$ cat src/rtl/led_pwm_if.sv
// Bundles the LED driver's control inputs and its PWM/status outputs.
// The master modport is the side that drives the controls; the slave modport is the driver.
interface led_pwm_if;
  logic       enable;
  logic [1:0] luminosity;
  logic [1:0] color;
  logic       pwm_r;
  logic       pwm_g;
  logic       pwm_b;
  logic       pwm_w;
  logic       fading;
  logic       period_start;

  modport master (
    output enable, luminosity, color,
    input  pwm_r, pwm_g, pwm_b, pwm_w, fading, period_start
  );

  modport slave (
    input  enable, luminosity, color,
    output pwm_r, pwm_g, pwm_b, pwm_w, fading, period_start
  );
endinterface

$ cat src/rtl/led_pwm_driver.sv
// Four-channel (R,G,B,W) LED PWM driver with linear duty fades toward colour/brightness targets.
// Define GAMMA_EN for a quadratic perceptual duty curve; otherwise duty is linear in the fade level.
//   state  | meaning
//   STEADY | every channel level equals its target
//   FADE   | at least one channel is still ramping
module led_pwm_driver #(
  parameter int PWM_BITS = 8,
  parameter int FADE_DIV = 1024,
  parameter int STEP     = 1
) (
  input logic     clk,
  input logic     reset,
  led_pwm_if.slave bus
);
  localparam int TW = (FADE_DIV > 1) ? $clog2(FADE_DIV) : 1;
  localparam logic [PWM_BITS-1:0] FULL      = '1;
  localparam logic [PWM_BITS-1:0] CNT_LAST  = FULL - 1'b1;
  localparam logic [PWM_BITS-1:0] STEP_V    = PWM_BITS'(STEP);
  localparam logic [TW-1:0]       TICK_LAST = TW'(FADE_DIV - 1);

  typedef enum logic {STEADY = 1'b0, FADE = 1'b1} state_t;

  state_t state, state_nxt;

  logic                     en_q;
  logic [1:0]               lum_q, col_q;
  logic [PWM_BITS-1:0]      cnt, cnt_nxt;
  logic [TW-1:0]            tick;
  logic                     tick_wrap, cnt_wrap;
  logic [3:0][PWM_BITS-1:0] base, tgt, tgt_nxt, cur, cur_nxt, lat, lat_nxt;
  logic [3:0]               pwm, pwm_nxt;
  logic                     period_start;

  // Channel index: 0=R, 1=G, 2=B, 3=W.
  function automatic logic [PWM_BITS-1:0] step_to(input logic [PWM_BITS-1:0] c,
                                                   input logic [PWM_BITS-1:0] t);
    if (t >= c) return ((t - c) <= STEP_V) ? t : c + STEP_V;
    else        return ((c - t) <= STEP_V) ? t : c - STEP_V;
  endfunction

  function automatic logic [PWM_BITS-1:0] duty(input logic [PWM_BITS-1:0] c);
`ifdef GAMMA_EN
    logic [2*PWM_BITS-1:0] p;
    p = (2*PWM_BITS)'(c) * ((2*PWM_BITS)'(c) + (2*PWM_BITS)'(1));
    return p[2*PWM_BITS-1 -: PWM_BITS];
`else
    return c;
`endif
  endfunction

  assign tick_wrap = (tick == TICK_LAST);
  assign cnt_wrap  = (cnt == CNT_LAST);
  assign cnt_nxt   = cnt_wrap ? '0 : cnt + 1'b1;

  always_comb begin
    base = '0;
    case (col_q)
      2'b00: begin base[3] = FULL; base[0] = FULL >> 1; base[1] = FULL >> 2; end
      2'b01: base[3] = FULL;
      2'b10: base[2] = FULL;
      default: begin base[0] = FULL; base[1] = FULL >> 1; end
    endcase
    for (int i = 0; i < 4; i++) begin
      tgt_nxt[i] = '0;
      if (en_q) begin
        case (lum_q)
          2'b11:   tgt_nxt[i] = base[i];
          2'b10:   tgt_nxt[i] = base[i] >> 1;
          2'b01:   tgt_nxt[i] = base[i] >> 2;
          default: tgt_nxt[i] = '0;
        endcase
      end
      cur_nxt[i] = tick_wrap ? step_to(cur[i], tgt[i]) : cur[i];
      // Latch only at the period boundary so a period never changes shape mid-way.
      lat_nxt[i] = cnt_wrap ? duty(cur[i]) : lat[i];
      pwm_nxt[i] = (cnt_nxt < lat_nxt[i]);
    end
  end

  always_comb begin
    state_nxt = state;
    case (state)
      STEADY:  if (cur != tgt) state_nxt = FADE;
      FADE:    if (cur == tgt) state_nxt = STEADY;
      default: state_nxt = STEADY;
    endcase
  end

  always_ff @(posedge clk) begin
    if (reset) begin
      state        <= STEADY;
      en_q         <= 1'b0;
      lum_q        <= '0;
      col_q        <= '0;
      cnt          <= '0;
      tick         <= '0;
      tgt          <= '0;
      cur          <= '0;
      lat          <= '0;
      pwm          <= '0;
      period_start <= 1'b0;
    end else begin
      state        <= state_nxt;
      en_q         <= bus.enable;
      lum_q        <= bus.luminosity;
      col_q        <= bus.color;
      cnt          <= cnt_nxt;
      tick         <= tick_wrap ? '0 : tick + 1'b1;
      tgt          <= tgt_nxt;
      cur          <= cur_nxt;
      lat          <= lat_nxt;
      pwm          <= pwm_nxt;
      period_start <= cnt_wrap;
    end
  end

  assign bus.pwm_r        = pwm[0];
  assign bus.pwm_g        = pwm[1];
  assign bus.pwm_b        = pwm[2];
  assign bus.pwm_w        = pwm[3];
  assign bus.fading       = (state == FADE);
  assign bus.period_start = period_start;
endmodule
$ cat src/flat_wrapper.sv
// flat-port wrapper written by rule: the top's interface ports become plain ports
module led_pwm_driver_flat 
#(
  parameter int PWM_BITS = 8,
  parameter int FADE_DIV = 1024,
  parameter int STEP     = 1
)
  (clk, reset, bus_enable, bus_luminosity, bus_color, bus_pwm_r, bus_pwm_g, bus_pwm_b, bus_pwm_w, bus_fading, bus_period_start);
  led_pwm_if bus_i ();
  input logic clk;
  input logic reset;
  input wire logic [$bits(bus_i.enable)-1:0] bus_enable;
  input wire logic [$bits(bus_i.luminosity)-1:0] bus_luminosity;
  input wire logic [$bits(bus_i.color)-1:0] bus_color;
  output wire logic [$bits(bus_i.pwm_r)-1:0] bus_pwm_r;
  output wire logic [$bits(bus_i.pwm_g)-1:0] bus_pwm_g;
  output wire logic [$bits(bus_i.pwm_b)-1:0] bus_pwm_b;
  output wire logic [$bits(bus_i.pwm_w)-1:0] bus_pwm_w;
  output wire logic [$bits(bus_i.fading)-1:0] bus_fading;
  output wire logic [$bits(bus_i.period_start)-1:0] bus_period_start;
  assign bus_i.enable = bus_enable;
  assign bus_i.luminosity = bus_luminosity;
  assign bus_i.color = bus_color;
  assign bus_pwm_r = bus_i.pwm_r;
  assign bus_pwm_g = bus_i.pwm_g;
  assign bus_pwm_b = bus_i.pwm_b;
  assign bus_pwm_w = bus_i.pwm_w;
  assign bus_fading = bus_i.fading;
  assign bus_period_start = bus_i.period_start;
  led_pwm_driver #(.PWM_BITS(PWM_BITS), .FADE_DIV(FADE_DIV), .STEP(STEP)) u_core (.clk(clk), .reset(reset), .bus(bus_i));
endmodule
$ cat config.mk
export PLATFORM = sky130hd
export DESIGN_NAME = led_pwm_driver_flat
export DESIGN_NICKNAME = d
export VERILOG_FILES = /design/src/rtl/led_pwm_if.sv /design/src/rtl/led_pwm_driver.sv /design/src/flat_wrapper.sv
export SDC_FILE = /design/constraint.sdc
export NUM_CORES = 1
export LEC_CHECK = 0
export ABC_AREA = 1
export CAP_MARGIN = 20
export CORE_MARGIN = 4
export CORE_UTILIZATION = 45
export CTS_CLUSTER_DIAMETER = 30
export DETAILED_ROUTE_END_ITERATION = 12
export PLACE_DENSITY_LB_ADDON = 0.12
export SLEW_MARGIN = 15
export SYNTH_ARGS = -nofsm -noshare
export SYNTH_HDL_FRONTEND = slang
export SYNTH_SLANG_ARGS = --single-unit
$ cat constraint.sdc
create_clock -name clk -period 3.5 [get_ports clk]
set_clock_uncertainty 0.15 [all_clocks]
set_input_delay 0.35 -clock clk [delete_from_list [all_inputs] [get_ports clk]]
set_output_delay 0.35 -clock clk [all_outputs]
set_load 0.02 [all_outputs]
After elaboration in Yosys (flattened, before gate mapping)
Index checks and enable logic that the tools add are counted.

operators by class
  mux-type cells = 27
  bitwise gates (word level) = 2
  reduce and logical (&&, ||, !) cells = 5
  eq/ne operators = 9
  $lt $le $gt $ge = 16
  add/subtract/negate cells = 18

operators by type and width
  cell                                                                   number
  8-bit two-way mux                                                      19
  8-bit one-hot mux with 3 select lines                                  4
  8-bit by 1-bit <= comparator with 1-bit output, second input constant  8
  8-bit subtractor                                                       8
  8-bit by 1-bit adder with 8-bit output, second input constant          5
  32-bit equality test                                                   1
  8-bit greater-or-equal comparator                                      4
  8-bit less-than comparator                                             4
  32-bit != test                                                         1
  8-bit by 1-bit subtractor with 8-bit output, second input constant     4
  15-bit one-hot mux with 2 select lines                                 1
  10-bit by 1-bit adder with 10-bit output, second input constant        1
  10-bit equality test, second input constant                            1
  8-bit equality test, second input constant                             1
  2-bit OR reduction                                                     4
  2-bit equality test, second input constant                             3
  2-bit by 1-bit equality test with 1-bit output, second input constant  2
  2-bit zero test                                                        1
  1-bit two-way mux                                                      2
  1-bit inverter                                                         2
  1-bit one-hot mux with 2 select lines                                  1

word-level totals
  input bits = 7
  output and inout bits = 6
  flip-flop bits (word level) = 125

Logic depth before layout (Yosys ltp)
Gate-level depths: netlist (run 1).

  depth after elaboration = 4
  depth in mapped cells = 19

Worst setup path after synthesis (run 1)
Ideal clock, no wire load.

  path kind = reg-to-reg
  from = reg u_core.tgt[4] (netlist name)
  to = reg u_core.cur[0] (netlist name)
  path buffers = 0
  slack = 0.755 ns
  library setup time = 0.113 ns
  data arrival time = 2.482 ns
  cell stages (with the launch flop) = 15
  cell sequence = dfxtp_1 -> inv_1 -> ha_1 -> fa_1 -> o21ai_0 -> a21oi_1 -> nand2_1 -> nor2_1 -> nand2_1 -> nor2_2 -> nand2_2 -> nand2_1 -> nand3_1 -> nand3_1 -> nand2_1

on the way
  longest elaborated chain between the ends = 4

RTL lines
  what                                                                      RTL line                                    source
  start, declared                                                           led_pwm_driver.sv:30                        logic [3:0][PWM_BITS-1:0] base, tgt, tgt_nxt, cur, cur_nxt, lat, lat_nxt;
  start signal, assigned                                                    led_pwm_driver.sv:109                       tgt <= tgt_nxt;
  8-bit subtractor, on equally long branches                                led_pwm_driver.sv:38, led_pwm_driver.sv:37
  8-bit by 1-bit <= comparator with 1-bit output, on equally long branches  led_pwm_driver.sv:38, led_pwm_driver.sv:37
  8-bit two-way mux, on equally long branches                               led_pwm_driver.sv:38, led_pwm_driver.sv:37
  8-bit two-way mux (*)                                                     led_pwm_driver.sv:37                        if (t >= c) return ((t - c) <= STEP_V) ? t : c + STEP_V;
  end signal, assigned                                                      led_pwm_driver.sv:110                       cur <= cur_nxt;
  end, declared                                                             led_pwm_driver.sv:30

Every way passes the cells marked *; elsewhere a longest branch is shown, timed or not.
A chain may end at the register's enable or synchronous reset.

Final worst setup path (run 1)
  from = reg u_core.tgt[29] (netlist name)
  to = reg u_core.cur[25] (netlist name)

The elaborated chain is that of the path after synthesis.

==> results.env, run 1 <==
ROWS=51
SYNTH_CELL_TYPE_COUNT=42
SYNTH.CELL_AREA_MM2=0.00912
FINAL_CRITICAL_PATH_REQUIRED_PERIOD_PS=2970
CP_SLOWEST_STAGE_DELAY_PS=530
CLOCK_PATH_BUFFERS=2
ARRIVAL_PS=3110
CRITPATHLAUNCH='u_core.tgt[29]'
WORST_HOLD_PATH_TYPE='in -> reg'
CTSHTREEMAXLEVEL=3
CRIT_PATH_FREQUENT_CELL='nand3_1'
TOTALWIRELENGTH_MM=23.2
ASYNCSETRESETFLOPFRACSYNTH=0
WORST_R2R_PATH_DEPTH=14
CLK-INSERTION-DELAY-LATE_PS=350
FINALCRITPERIODSHARE=0.850
FLOORPLAN.INITIALDENSITY=0.463
SYNTH_MOST_COMMON_CELL='nand2_1'
ROUTED_VIA_DENSITY=5.14
GRT_MAX_DEGREE=54
NUMBER_OF_ENABLE_FLIP_FLOP_CELLS_AFTER_SYNTHESIS=0
SYNTH_LARGEST_TYPE_AREA_FRACTION=0.226
RSZ0062_AT_GRT='false'
CORE-AREA_MM2=0.0197
DRTANTENNAVIOLNETS=0
CTS_BUF_COUNT=9
NUM_VIAS=8651
CTS_RESIZED=0
FMAX_GHz=0.336
SYNTH_COMMONEST_CELLS='nand2_1, nand3_1, inv_1'
MOST_USED_FLIP_FLOP_CELL_AFTER_SYNTHESIS='dfxtp_1'
COUNT_OF_ENDPOINTS_FAILING_HOLD_IN_THE_FINAL_TIMING_REPORT=0
GLOBAL_ROUTE.OVERFLOW_TOTAL=0
TOP_LEVEL_PORTS=13
SYNTHTOLAYOUTAREAGROWTH_PCT=6.72
WORST-SLEW-PIN-TRANSITION_PS=843
FP.DIEW_UM=150
TIMING.CRITICAL_PATH.DEPTH=14
DIEAREA_MM2=0.0226
GP_CONGESTION=0.898
DRT_DRC_VIOLATIONS_LEFT=0
FINAL.FILL_COUNT=2020
SYNTH.AREA.TOP_CELLS='dfxtp_1, nand2_1, ha_1'
WORST_SETUP_PATH_END_KIND='flop'
SLEW_HEADROOM=0.434
SEQ_AREA_FRAC_SYNTH=0.226
DIEHEIGHT_UM=150
SYNTH_NETS=1533
FIRST_GLOBAL_VIAS=7796
IR_WORST_VDD_V=0.000210
SYNTH_TOP_CELL_BY_AREA='dfxtp_1'
CTS_HOLD_REPAIR.BUFFERS=0
DP_HPWL_MM=17.9
CLOCK-ROOT-BUFFER='clkbuf_16'
POST_SYNTHESIS_CELL_COUNT=1416
SUM_OF_NEGATIVE_SETUP_SLACK_PS=0
TRITONCTS_CLOCK_TREE='done'
CRITICAL_PATH.ENDPOINT='u_core.cur[25]'
REG2REG_SLACK_PS=530
CELL_TYPE_GROUP_WITH_THE_LARGEST_TOTAL_DELAY_ON_THE_CRITICAL_PATH='simple AND/OR/NAND/NOR gates'
ANTENNA_CELLS=0
POWER.LEAKAGE_nW=4.83
IO_BUFFERS=12
GRT_FIRST_PASS_WIRELENGTH_MM=38.7
LAYOUT.NETS=1529
OUTCOME='finished clean'
CTS.REPORTEDPATHS.CLKPINSLEW_PS=70
DRTPASS1ITERATIONS=5
CRITPATHMAXFANOUT=9
WORST_SLACK_PS=527
R2R_END='u_core.cur[25]'
CP_CELL_SEQUENCE='inv_1, ha_1, fa_1, inv_1, nand2_1, nand2_1, nand3_1, nand2_1, nand3_1, nor2_4, nand3_1, nand3_1, nand3_1, o21ai_1'
REG2REG_FROM='u_core.tgt[29]'
PATH_CLASS='reg -> reg'
AVGSYNTHCELLAREA_UM2=6.44
DRIVE_ABOVE_1_SHARE=0.0706
DRV_SLEW=0
YS_SEQ_ELEMENTS=103
ANTENNA_FOUND_INITIAL=0
DRV.MAX_CAP_VIOLATION_COUNT=0
CTS_POST_SETUP_BUFFERS_INSERTED=0
SETUP-VIOLATIONS-FINAL=0
DRT-WIRELENGTH-PER-CELL_UM=13.8
GRT_UTIL_ALL_LAYERS=0.210
WORST_HOLD_STARTPOINT='reset'
CELLPOWERDENSITY_mW_PER_MM2=277
CRITICAL_PATH.SLOWEST_CELL='dfxtp_1'
YOSYSWARNINGCOUNT=0
CTS.SINK_COUNT=103
PLACE_WORST_SETUP_SLACK_PS=479
CRIT_BUF_INV=2
WORST-ENDPOINT-REQUIRED_PS=3630
CRIT_PATH_START_KIND='flop'
FIRST_ITER_VIOLATIONS=600
final cells by class:
class	instances	area, µm²	share of cell area
Multi-Input combinational cell	1088	6150	0.632
Clock inverter	6	51.3	0.00527
Sequential cell	103	2060	0.212
Clock buffer	10	239	0.0246
Inverter	187	702	0.0721
Tap cell	265	332	0.0341
Timing Repair Buffer	23	198	0.0203
where the power goes:
| part | switching [W] | internal (W) | leakage [nW] |
|---|---|---|---|
| clock | 0.000475 | 0.000514 | 0.139 |
| combinational | 0.000339 | 0.000170 | 3.86 |
| sequential | 0.0000131 | 0.00119 | 0.833 |
layer usage:
layer	GRT usage	up-vias	wire (µm)
li1	-	4553	-
met5	0	-	0
met4	0.0407	0	223
met1	0.298	3894	11400
met3	0.0277	14	942
met2	0.342	190	10700
registers in the layout, summed over array words and instances (netlist names):
register / flops
u_core.cur: 32
u_core.lat: 32
u_core.tgt: 10
u_core.tick: 10
u_core.cnt: 8
u_core.pwm: 4
u_core.col_q: 2
u_core.lum_q: 2
u_core.bus.fading: 1
u_core.bus.period_start: 1
u_core.en_q: 1
cells in the final DEF, fill, tap and decap left out, types with 11 or more instances in the layout:
cell,netlist,routed
nand4_1,27,27
xor2_1,48,48
dfxtp_1,103,103
ha_1,102,102
nand3_1,185,185
a21oi_1,49,49
nand2_1,390,390
clkdlybuf4s50_1,0,11
buf_4,6,11
nand2_2,14,14
o21ai_1,19,19
nor2_2,14,14
inv_1,158,158
inv_2,20,20
nor2_1,111,111
o21ai_0,42,42
nor3_1,29,29
how the worst min path moves through the flow:
| stage | to | slack [ps] | cells after the start |
|---|---|---|---|
| floorplan | u_core.tick[0] | 270 | 1 |
| global placement | u_core.tick[0] | 280 | 1 |
| detailed placement | u_core.tick[0] | 290 | 1 |
| CTS | u_core.lum_q[1] | 130 | 2 |
| global route | u_core.lum_q[1] | 150 | 2 |
| finish | u_core.lum_q[1] | 140 | 2 |
through the flow:
step	instances	utilization	area, µm²	hold WS [ps]	power [W]
6_report	1682	0.494	9730	144	0.00270
3_3_place_gp	1666	0.479	9440	281	0.00173
2_1_floorplan	1416	-	9120	268	0.00161
3_5_place_dp	1666	0.479	9440	287	0.00174
5_1_grt	1682	0.494	9730	153	0.00286
4_1_cts	1682	0.494	9730	133	0.00274
kinds of logic (layout without fill, tap and decap cells):
family / count (synthesis) / in the layout / share of synthesized area
DFF: 103 / 103 / 0.226
buffers and inverters: 225 / 226 / 0.0996
xor gates and xnor gates: 49 / 49 / 0.0471
AOI/OAI and AO/OA: 128 / 128 / 0.0774
adders and majority gates: 110 / 110 / 0.157
and+or+nand+nor: 801 / 801 / 0.392
Note: power is estimated with default switching activity, not from simulation.
==> run 2, diff against run 1 <==
==> constraint.sdc (replaced) <==
create_clock -name clk -period 2.4 [get_ports clk]
set_clock_uncertainty 0.15 [all_clocks]
set_input_delay 0.24 -clock clk [delete_from_list [all_inputs] [get_ports clk]]
set_output_delay 0.24 -clock clk [all_outputs]
set_load 0.02 [all_outputs]
==> run 2 against run 1 <==
The run now ends with setup timing left. Global-route usage rose by 1.2 points. Power rose by 56%. Largest cell class unchanged. Non-clock buffer count rose by 157. Highest routed layer unchanged. Maximum frequency rose by 19%. Largest power group unchanged.
==> results.env, run 2 (same netlist as run 1, synthesis figures left out) <==
OUTCOME='finished with violations'
VIOLATED_CHECKS='setup timing'
FINALCRITPERIODSHARE=1.04
DRT_DRC_VIOLATIONS_LEFT=0
POWER.SEQUENTIAL.FRACTION=0.414
ARRIVAL_PS=2670
LAYOUT.NETS=1686
P_TOTAL_W=0.00422
CELLPOWERDENSITY_mW_PER_MM2=357
TRITONCTS_CLOCK_TREE='done'
WORST_SLACK_PS=-107
BUSIEST_LAYER='met2'
POWER_SWITCHING_SHARE=0.318
CLOCK-ROOT-BUFFER='clkbuf_16'
SETUP-VIOLATIONS-FINAL=16
MOSTFREQUENTLAYOUTCELLS='nand2_1, buf_4, inv_1, nand3_1, nor2_1'
SYNTHTOLAYOUTAREAGROWTH_PCT=29.6
CLOCK_NETWORK_POWER_SHARE=0.346
FMAX_GHz=0.399
FINAL.HOLD.WORST_SLACK_PS=126
DRV_SLEW=0
GP_CONGESTION=0.896
FINAL_CRITICAL_PATH_REQUIRED_PERIOD_PS=2510
IR_WORST_VDD_V=0.000376
NET_LOAD_SWITCHING_POWER_W=0.00134
DRV.MAX_CAP_VIOLATION_COUNT=0
FIRST_ITER_VIOLATIONS=486
TOP_LEVEL_PORTS=13
PATH_CLASS='reg -> reg'
FP.DIEW_UM=150
CRIT_PATH_START_KIND='flop'
CLK-INSERTION-DELAY-LATE_PS=360
DRIVE_ABOVE_1_SHARE=0.255
DIEHEIGHT_UM=150
CTS.SINK_COUNT=103
GRT_UTIL_ALL_LAYERS=0.222
WORST_SETUP_PATH_END_KIND='flop'
DRTANTENNAVIOLNETS=0
CLOCK_PATH_BUFFERS=2
WORST-ENDPOINT-REQUIRED_PS=2560
DP_HPWL_MM=19.3
GRT_USE_MET2=0.374
DIEAREA_MM2=0.0226
COUNT_OF_ENDPOINTS_FAILING_HOLD_IN_THE_FINAL_TIMING_REPORT=0
NUM_VIAS=9316
POWER.LEAKAGE_nW=5.82
LEADING_CELL_TYPE_IN_THE_LAYOUT_FILL_AND_TAPS_EXCLUDED='nand2_1'
CRITPATHMAXFANOUT=4
DRTPASS1ITERATIONS=4
ANTENNA_FOUND_INITIAL=0
CTS_BUF_COUNT=9
WORST_HOLD_PATH_TYPE='in -> reg'
ROWS=51
GRT.MET3_USAGE=0.0355
CTSHTREEMAXLEVEL=3
CELLINTERNALPOWER_W=0.00288
TOTALWIRELENGTH_MM=25.6
RSZ0062_AT_GRT='true'
DRT-WIRELENGTH-PER-CELL_UM=13.9
WORST-SLEW-PIN-TRANSITION_PS=522
ROUTED_VIA_DENSITY=5.07
P_COMB_FRAC=0.240
ANTENNA_CELLS=0
SLEW_HEADROOM=0.649
FLOORPLAN.INITIALDENSITY=0.463
CTS_HOLD_REPAIR.BUFFERS=0
IO_BUFFERS=12
GRT_FIRST_PASS_WIRELENGTH_MM=40.9
CTS.REPORTEDPATHS.CLKPINSLEW_PS=80
LAYOUT_TOP_REGISTERS='u_core.cur x32, u_core.lat x32'
GRT_MAX_DEGREE=43
CORE-AREA_MM2=0.0197
GLOBAL_ROUTE.USAGE.MET1=0.299
FIRST_GLOBAL_VIAS=8499
GLOBAL_ROUTE.OVERFLOW_TOTAL=0
## run 2: power by group through the flow
stage	sequential, W	combinational (W)	clock, W
5_1_grt	0.00175	0.00112	0.00156
6_report	0.00175	0.00101	0.00146
3_3_place_gp	0.00179	0.000840	0
2_1_floorplan	0.00180	0.000543	0
4_1_cts	0.00175	0.000885	0.00150
3_5_place_dp	0.00179	0.000844	0
## run 2: final timing paths
check                  from              to  slack (ps)  cells past startpoint
max           u_core.tgt[4]  u_core.cur[14]        -110                     16
min                   reset  u_core.tick[8]         130                      4
max reg2reg   u_core.tgt[4]  u_core.cur[14]        -110                     16
min reg2reg  u_core.tick[0]  u_core.tick[0]         310                      1
## run 2: what timing repair did
action	in CTS	in global routing
cloned	0	1
endpoints found under the setup margin	35	36
gates resized for setup	33	179
setup buffers	0	13
pin swaps	7	72
## run 2: worst max-delay path, stage by stage (launching register included)
cell and delay (ps):
dfxtp_4 380, clkinvlp_4 140, buf_4 160, ha_2 180, fa_2 380, nor2_4 120, nor2_4 50, inv_2 50
nand2_1 70, nand3_1 90, nand2_2 70, nor2_4 190, buf_4 140, nand3_1 70, nand3_1 100, nand3_1 70
nand2_1 50
## run 2: cell type report
| cell class | count | area, µm² |
|---|---|---|
| Clock buffer | 10 | 239 |
| Clock inverter | 6 | 51.3 |
| Fill cell | 1795 | 7900 |
| Inverter | 187 | 718 |
| Multi-Input combinational cell | 1088 | 6900 |
| Sequential cell | 103 | 2080 |
| Tap cell | 265 | 332 |
| Timing Repair Buffer | 180 | 1500 |
## run 2: stage by stage
step                setup slack, ps  area (µm²)  utilization  instances  setup TNS [ps]
finish                         -107       11800        0.600       1839            -867
global route                   -265       11800        0.600       1839           -4990
global placement               -188       10600        0.537       1809           -2940
CTS                           -35.5       11000        0.558       1825            -201
floorplan                      -147        9130            -       1416           -2220
detailed placement             -188       10600        0.537       1809           -3250
## run 2: metal layers
layer | part of all wire | wire length [µm] | vias up
met5 | 0 | 0 | -
met4 | 0.017 | 442 | 0
met3 | 0.039 | 997 | 30
met2 | 0.48 | 12300 | 178
met1 | 0.47 | 11900 | 4243
li1 | - | - | 4865
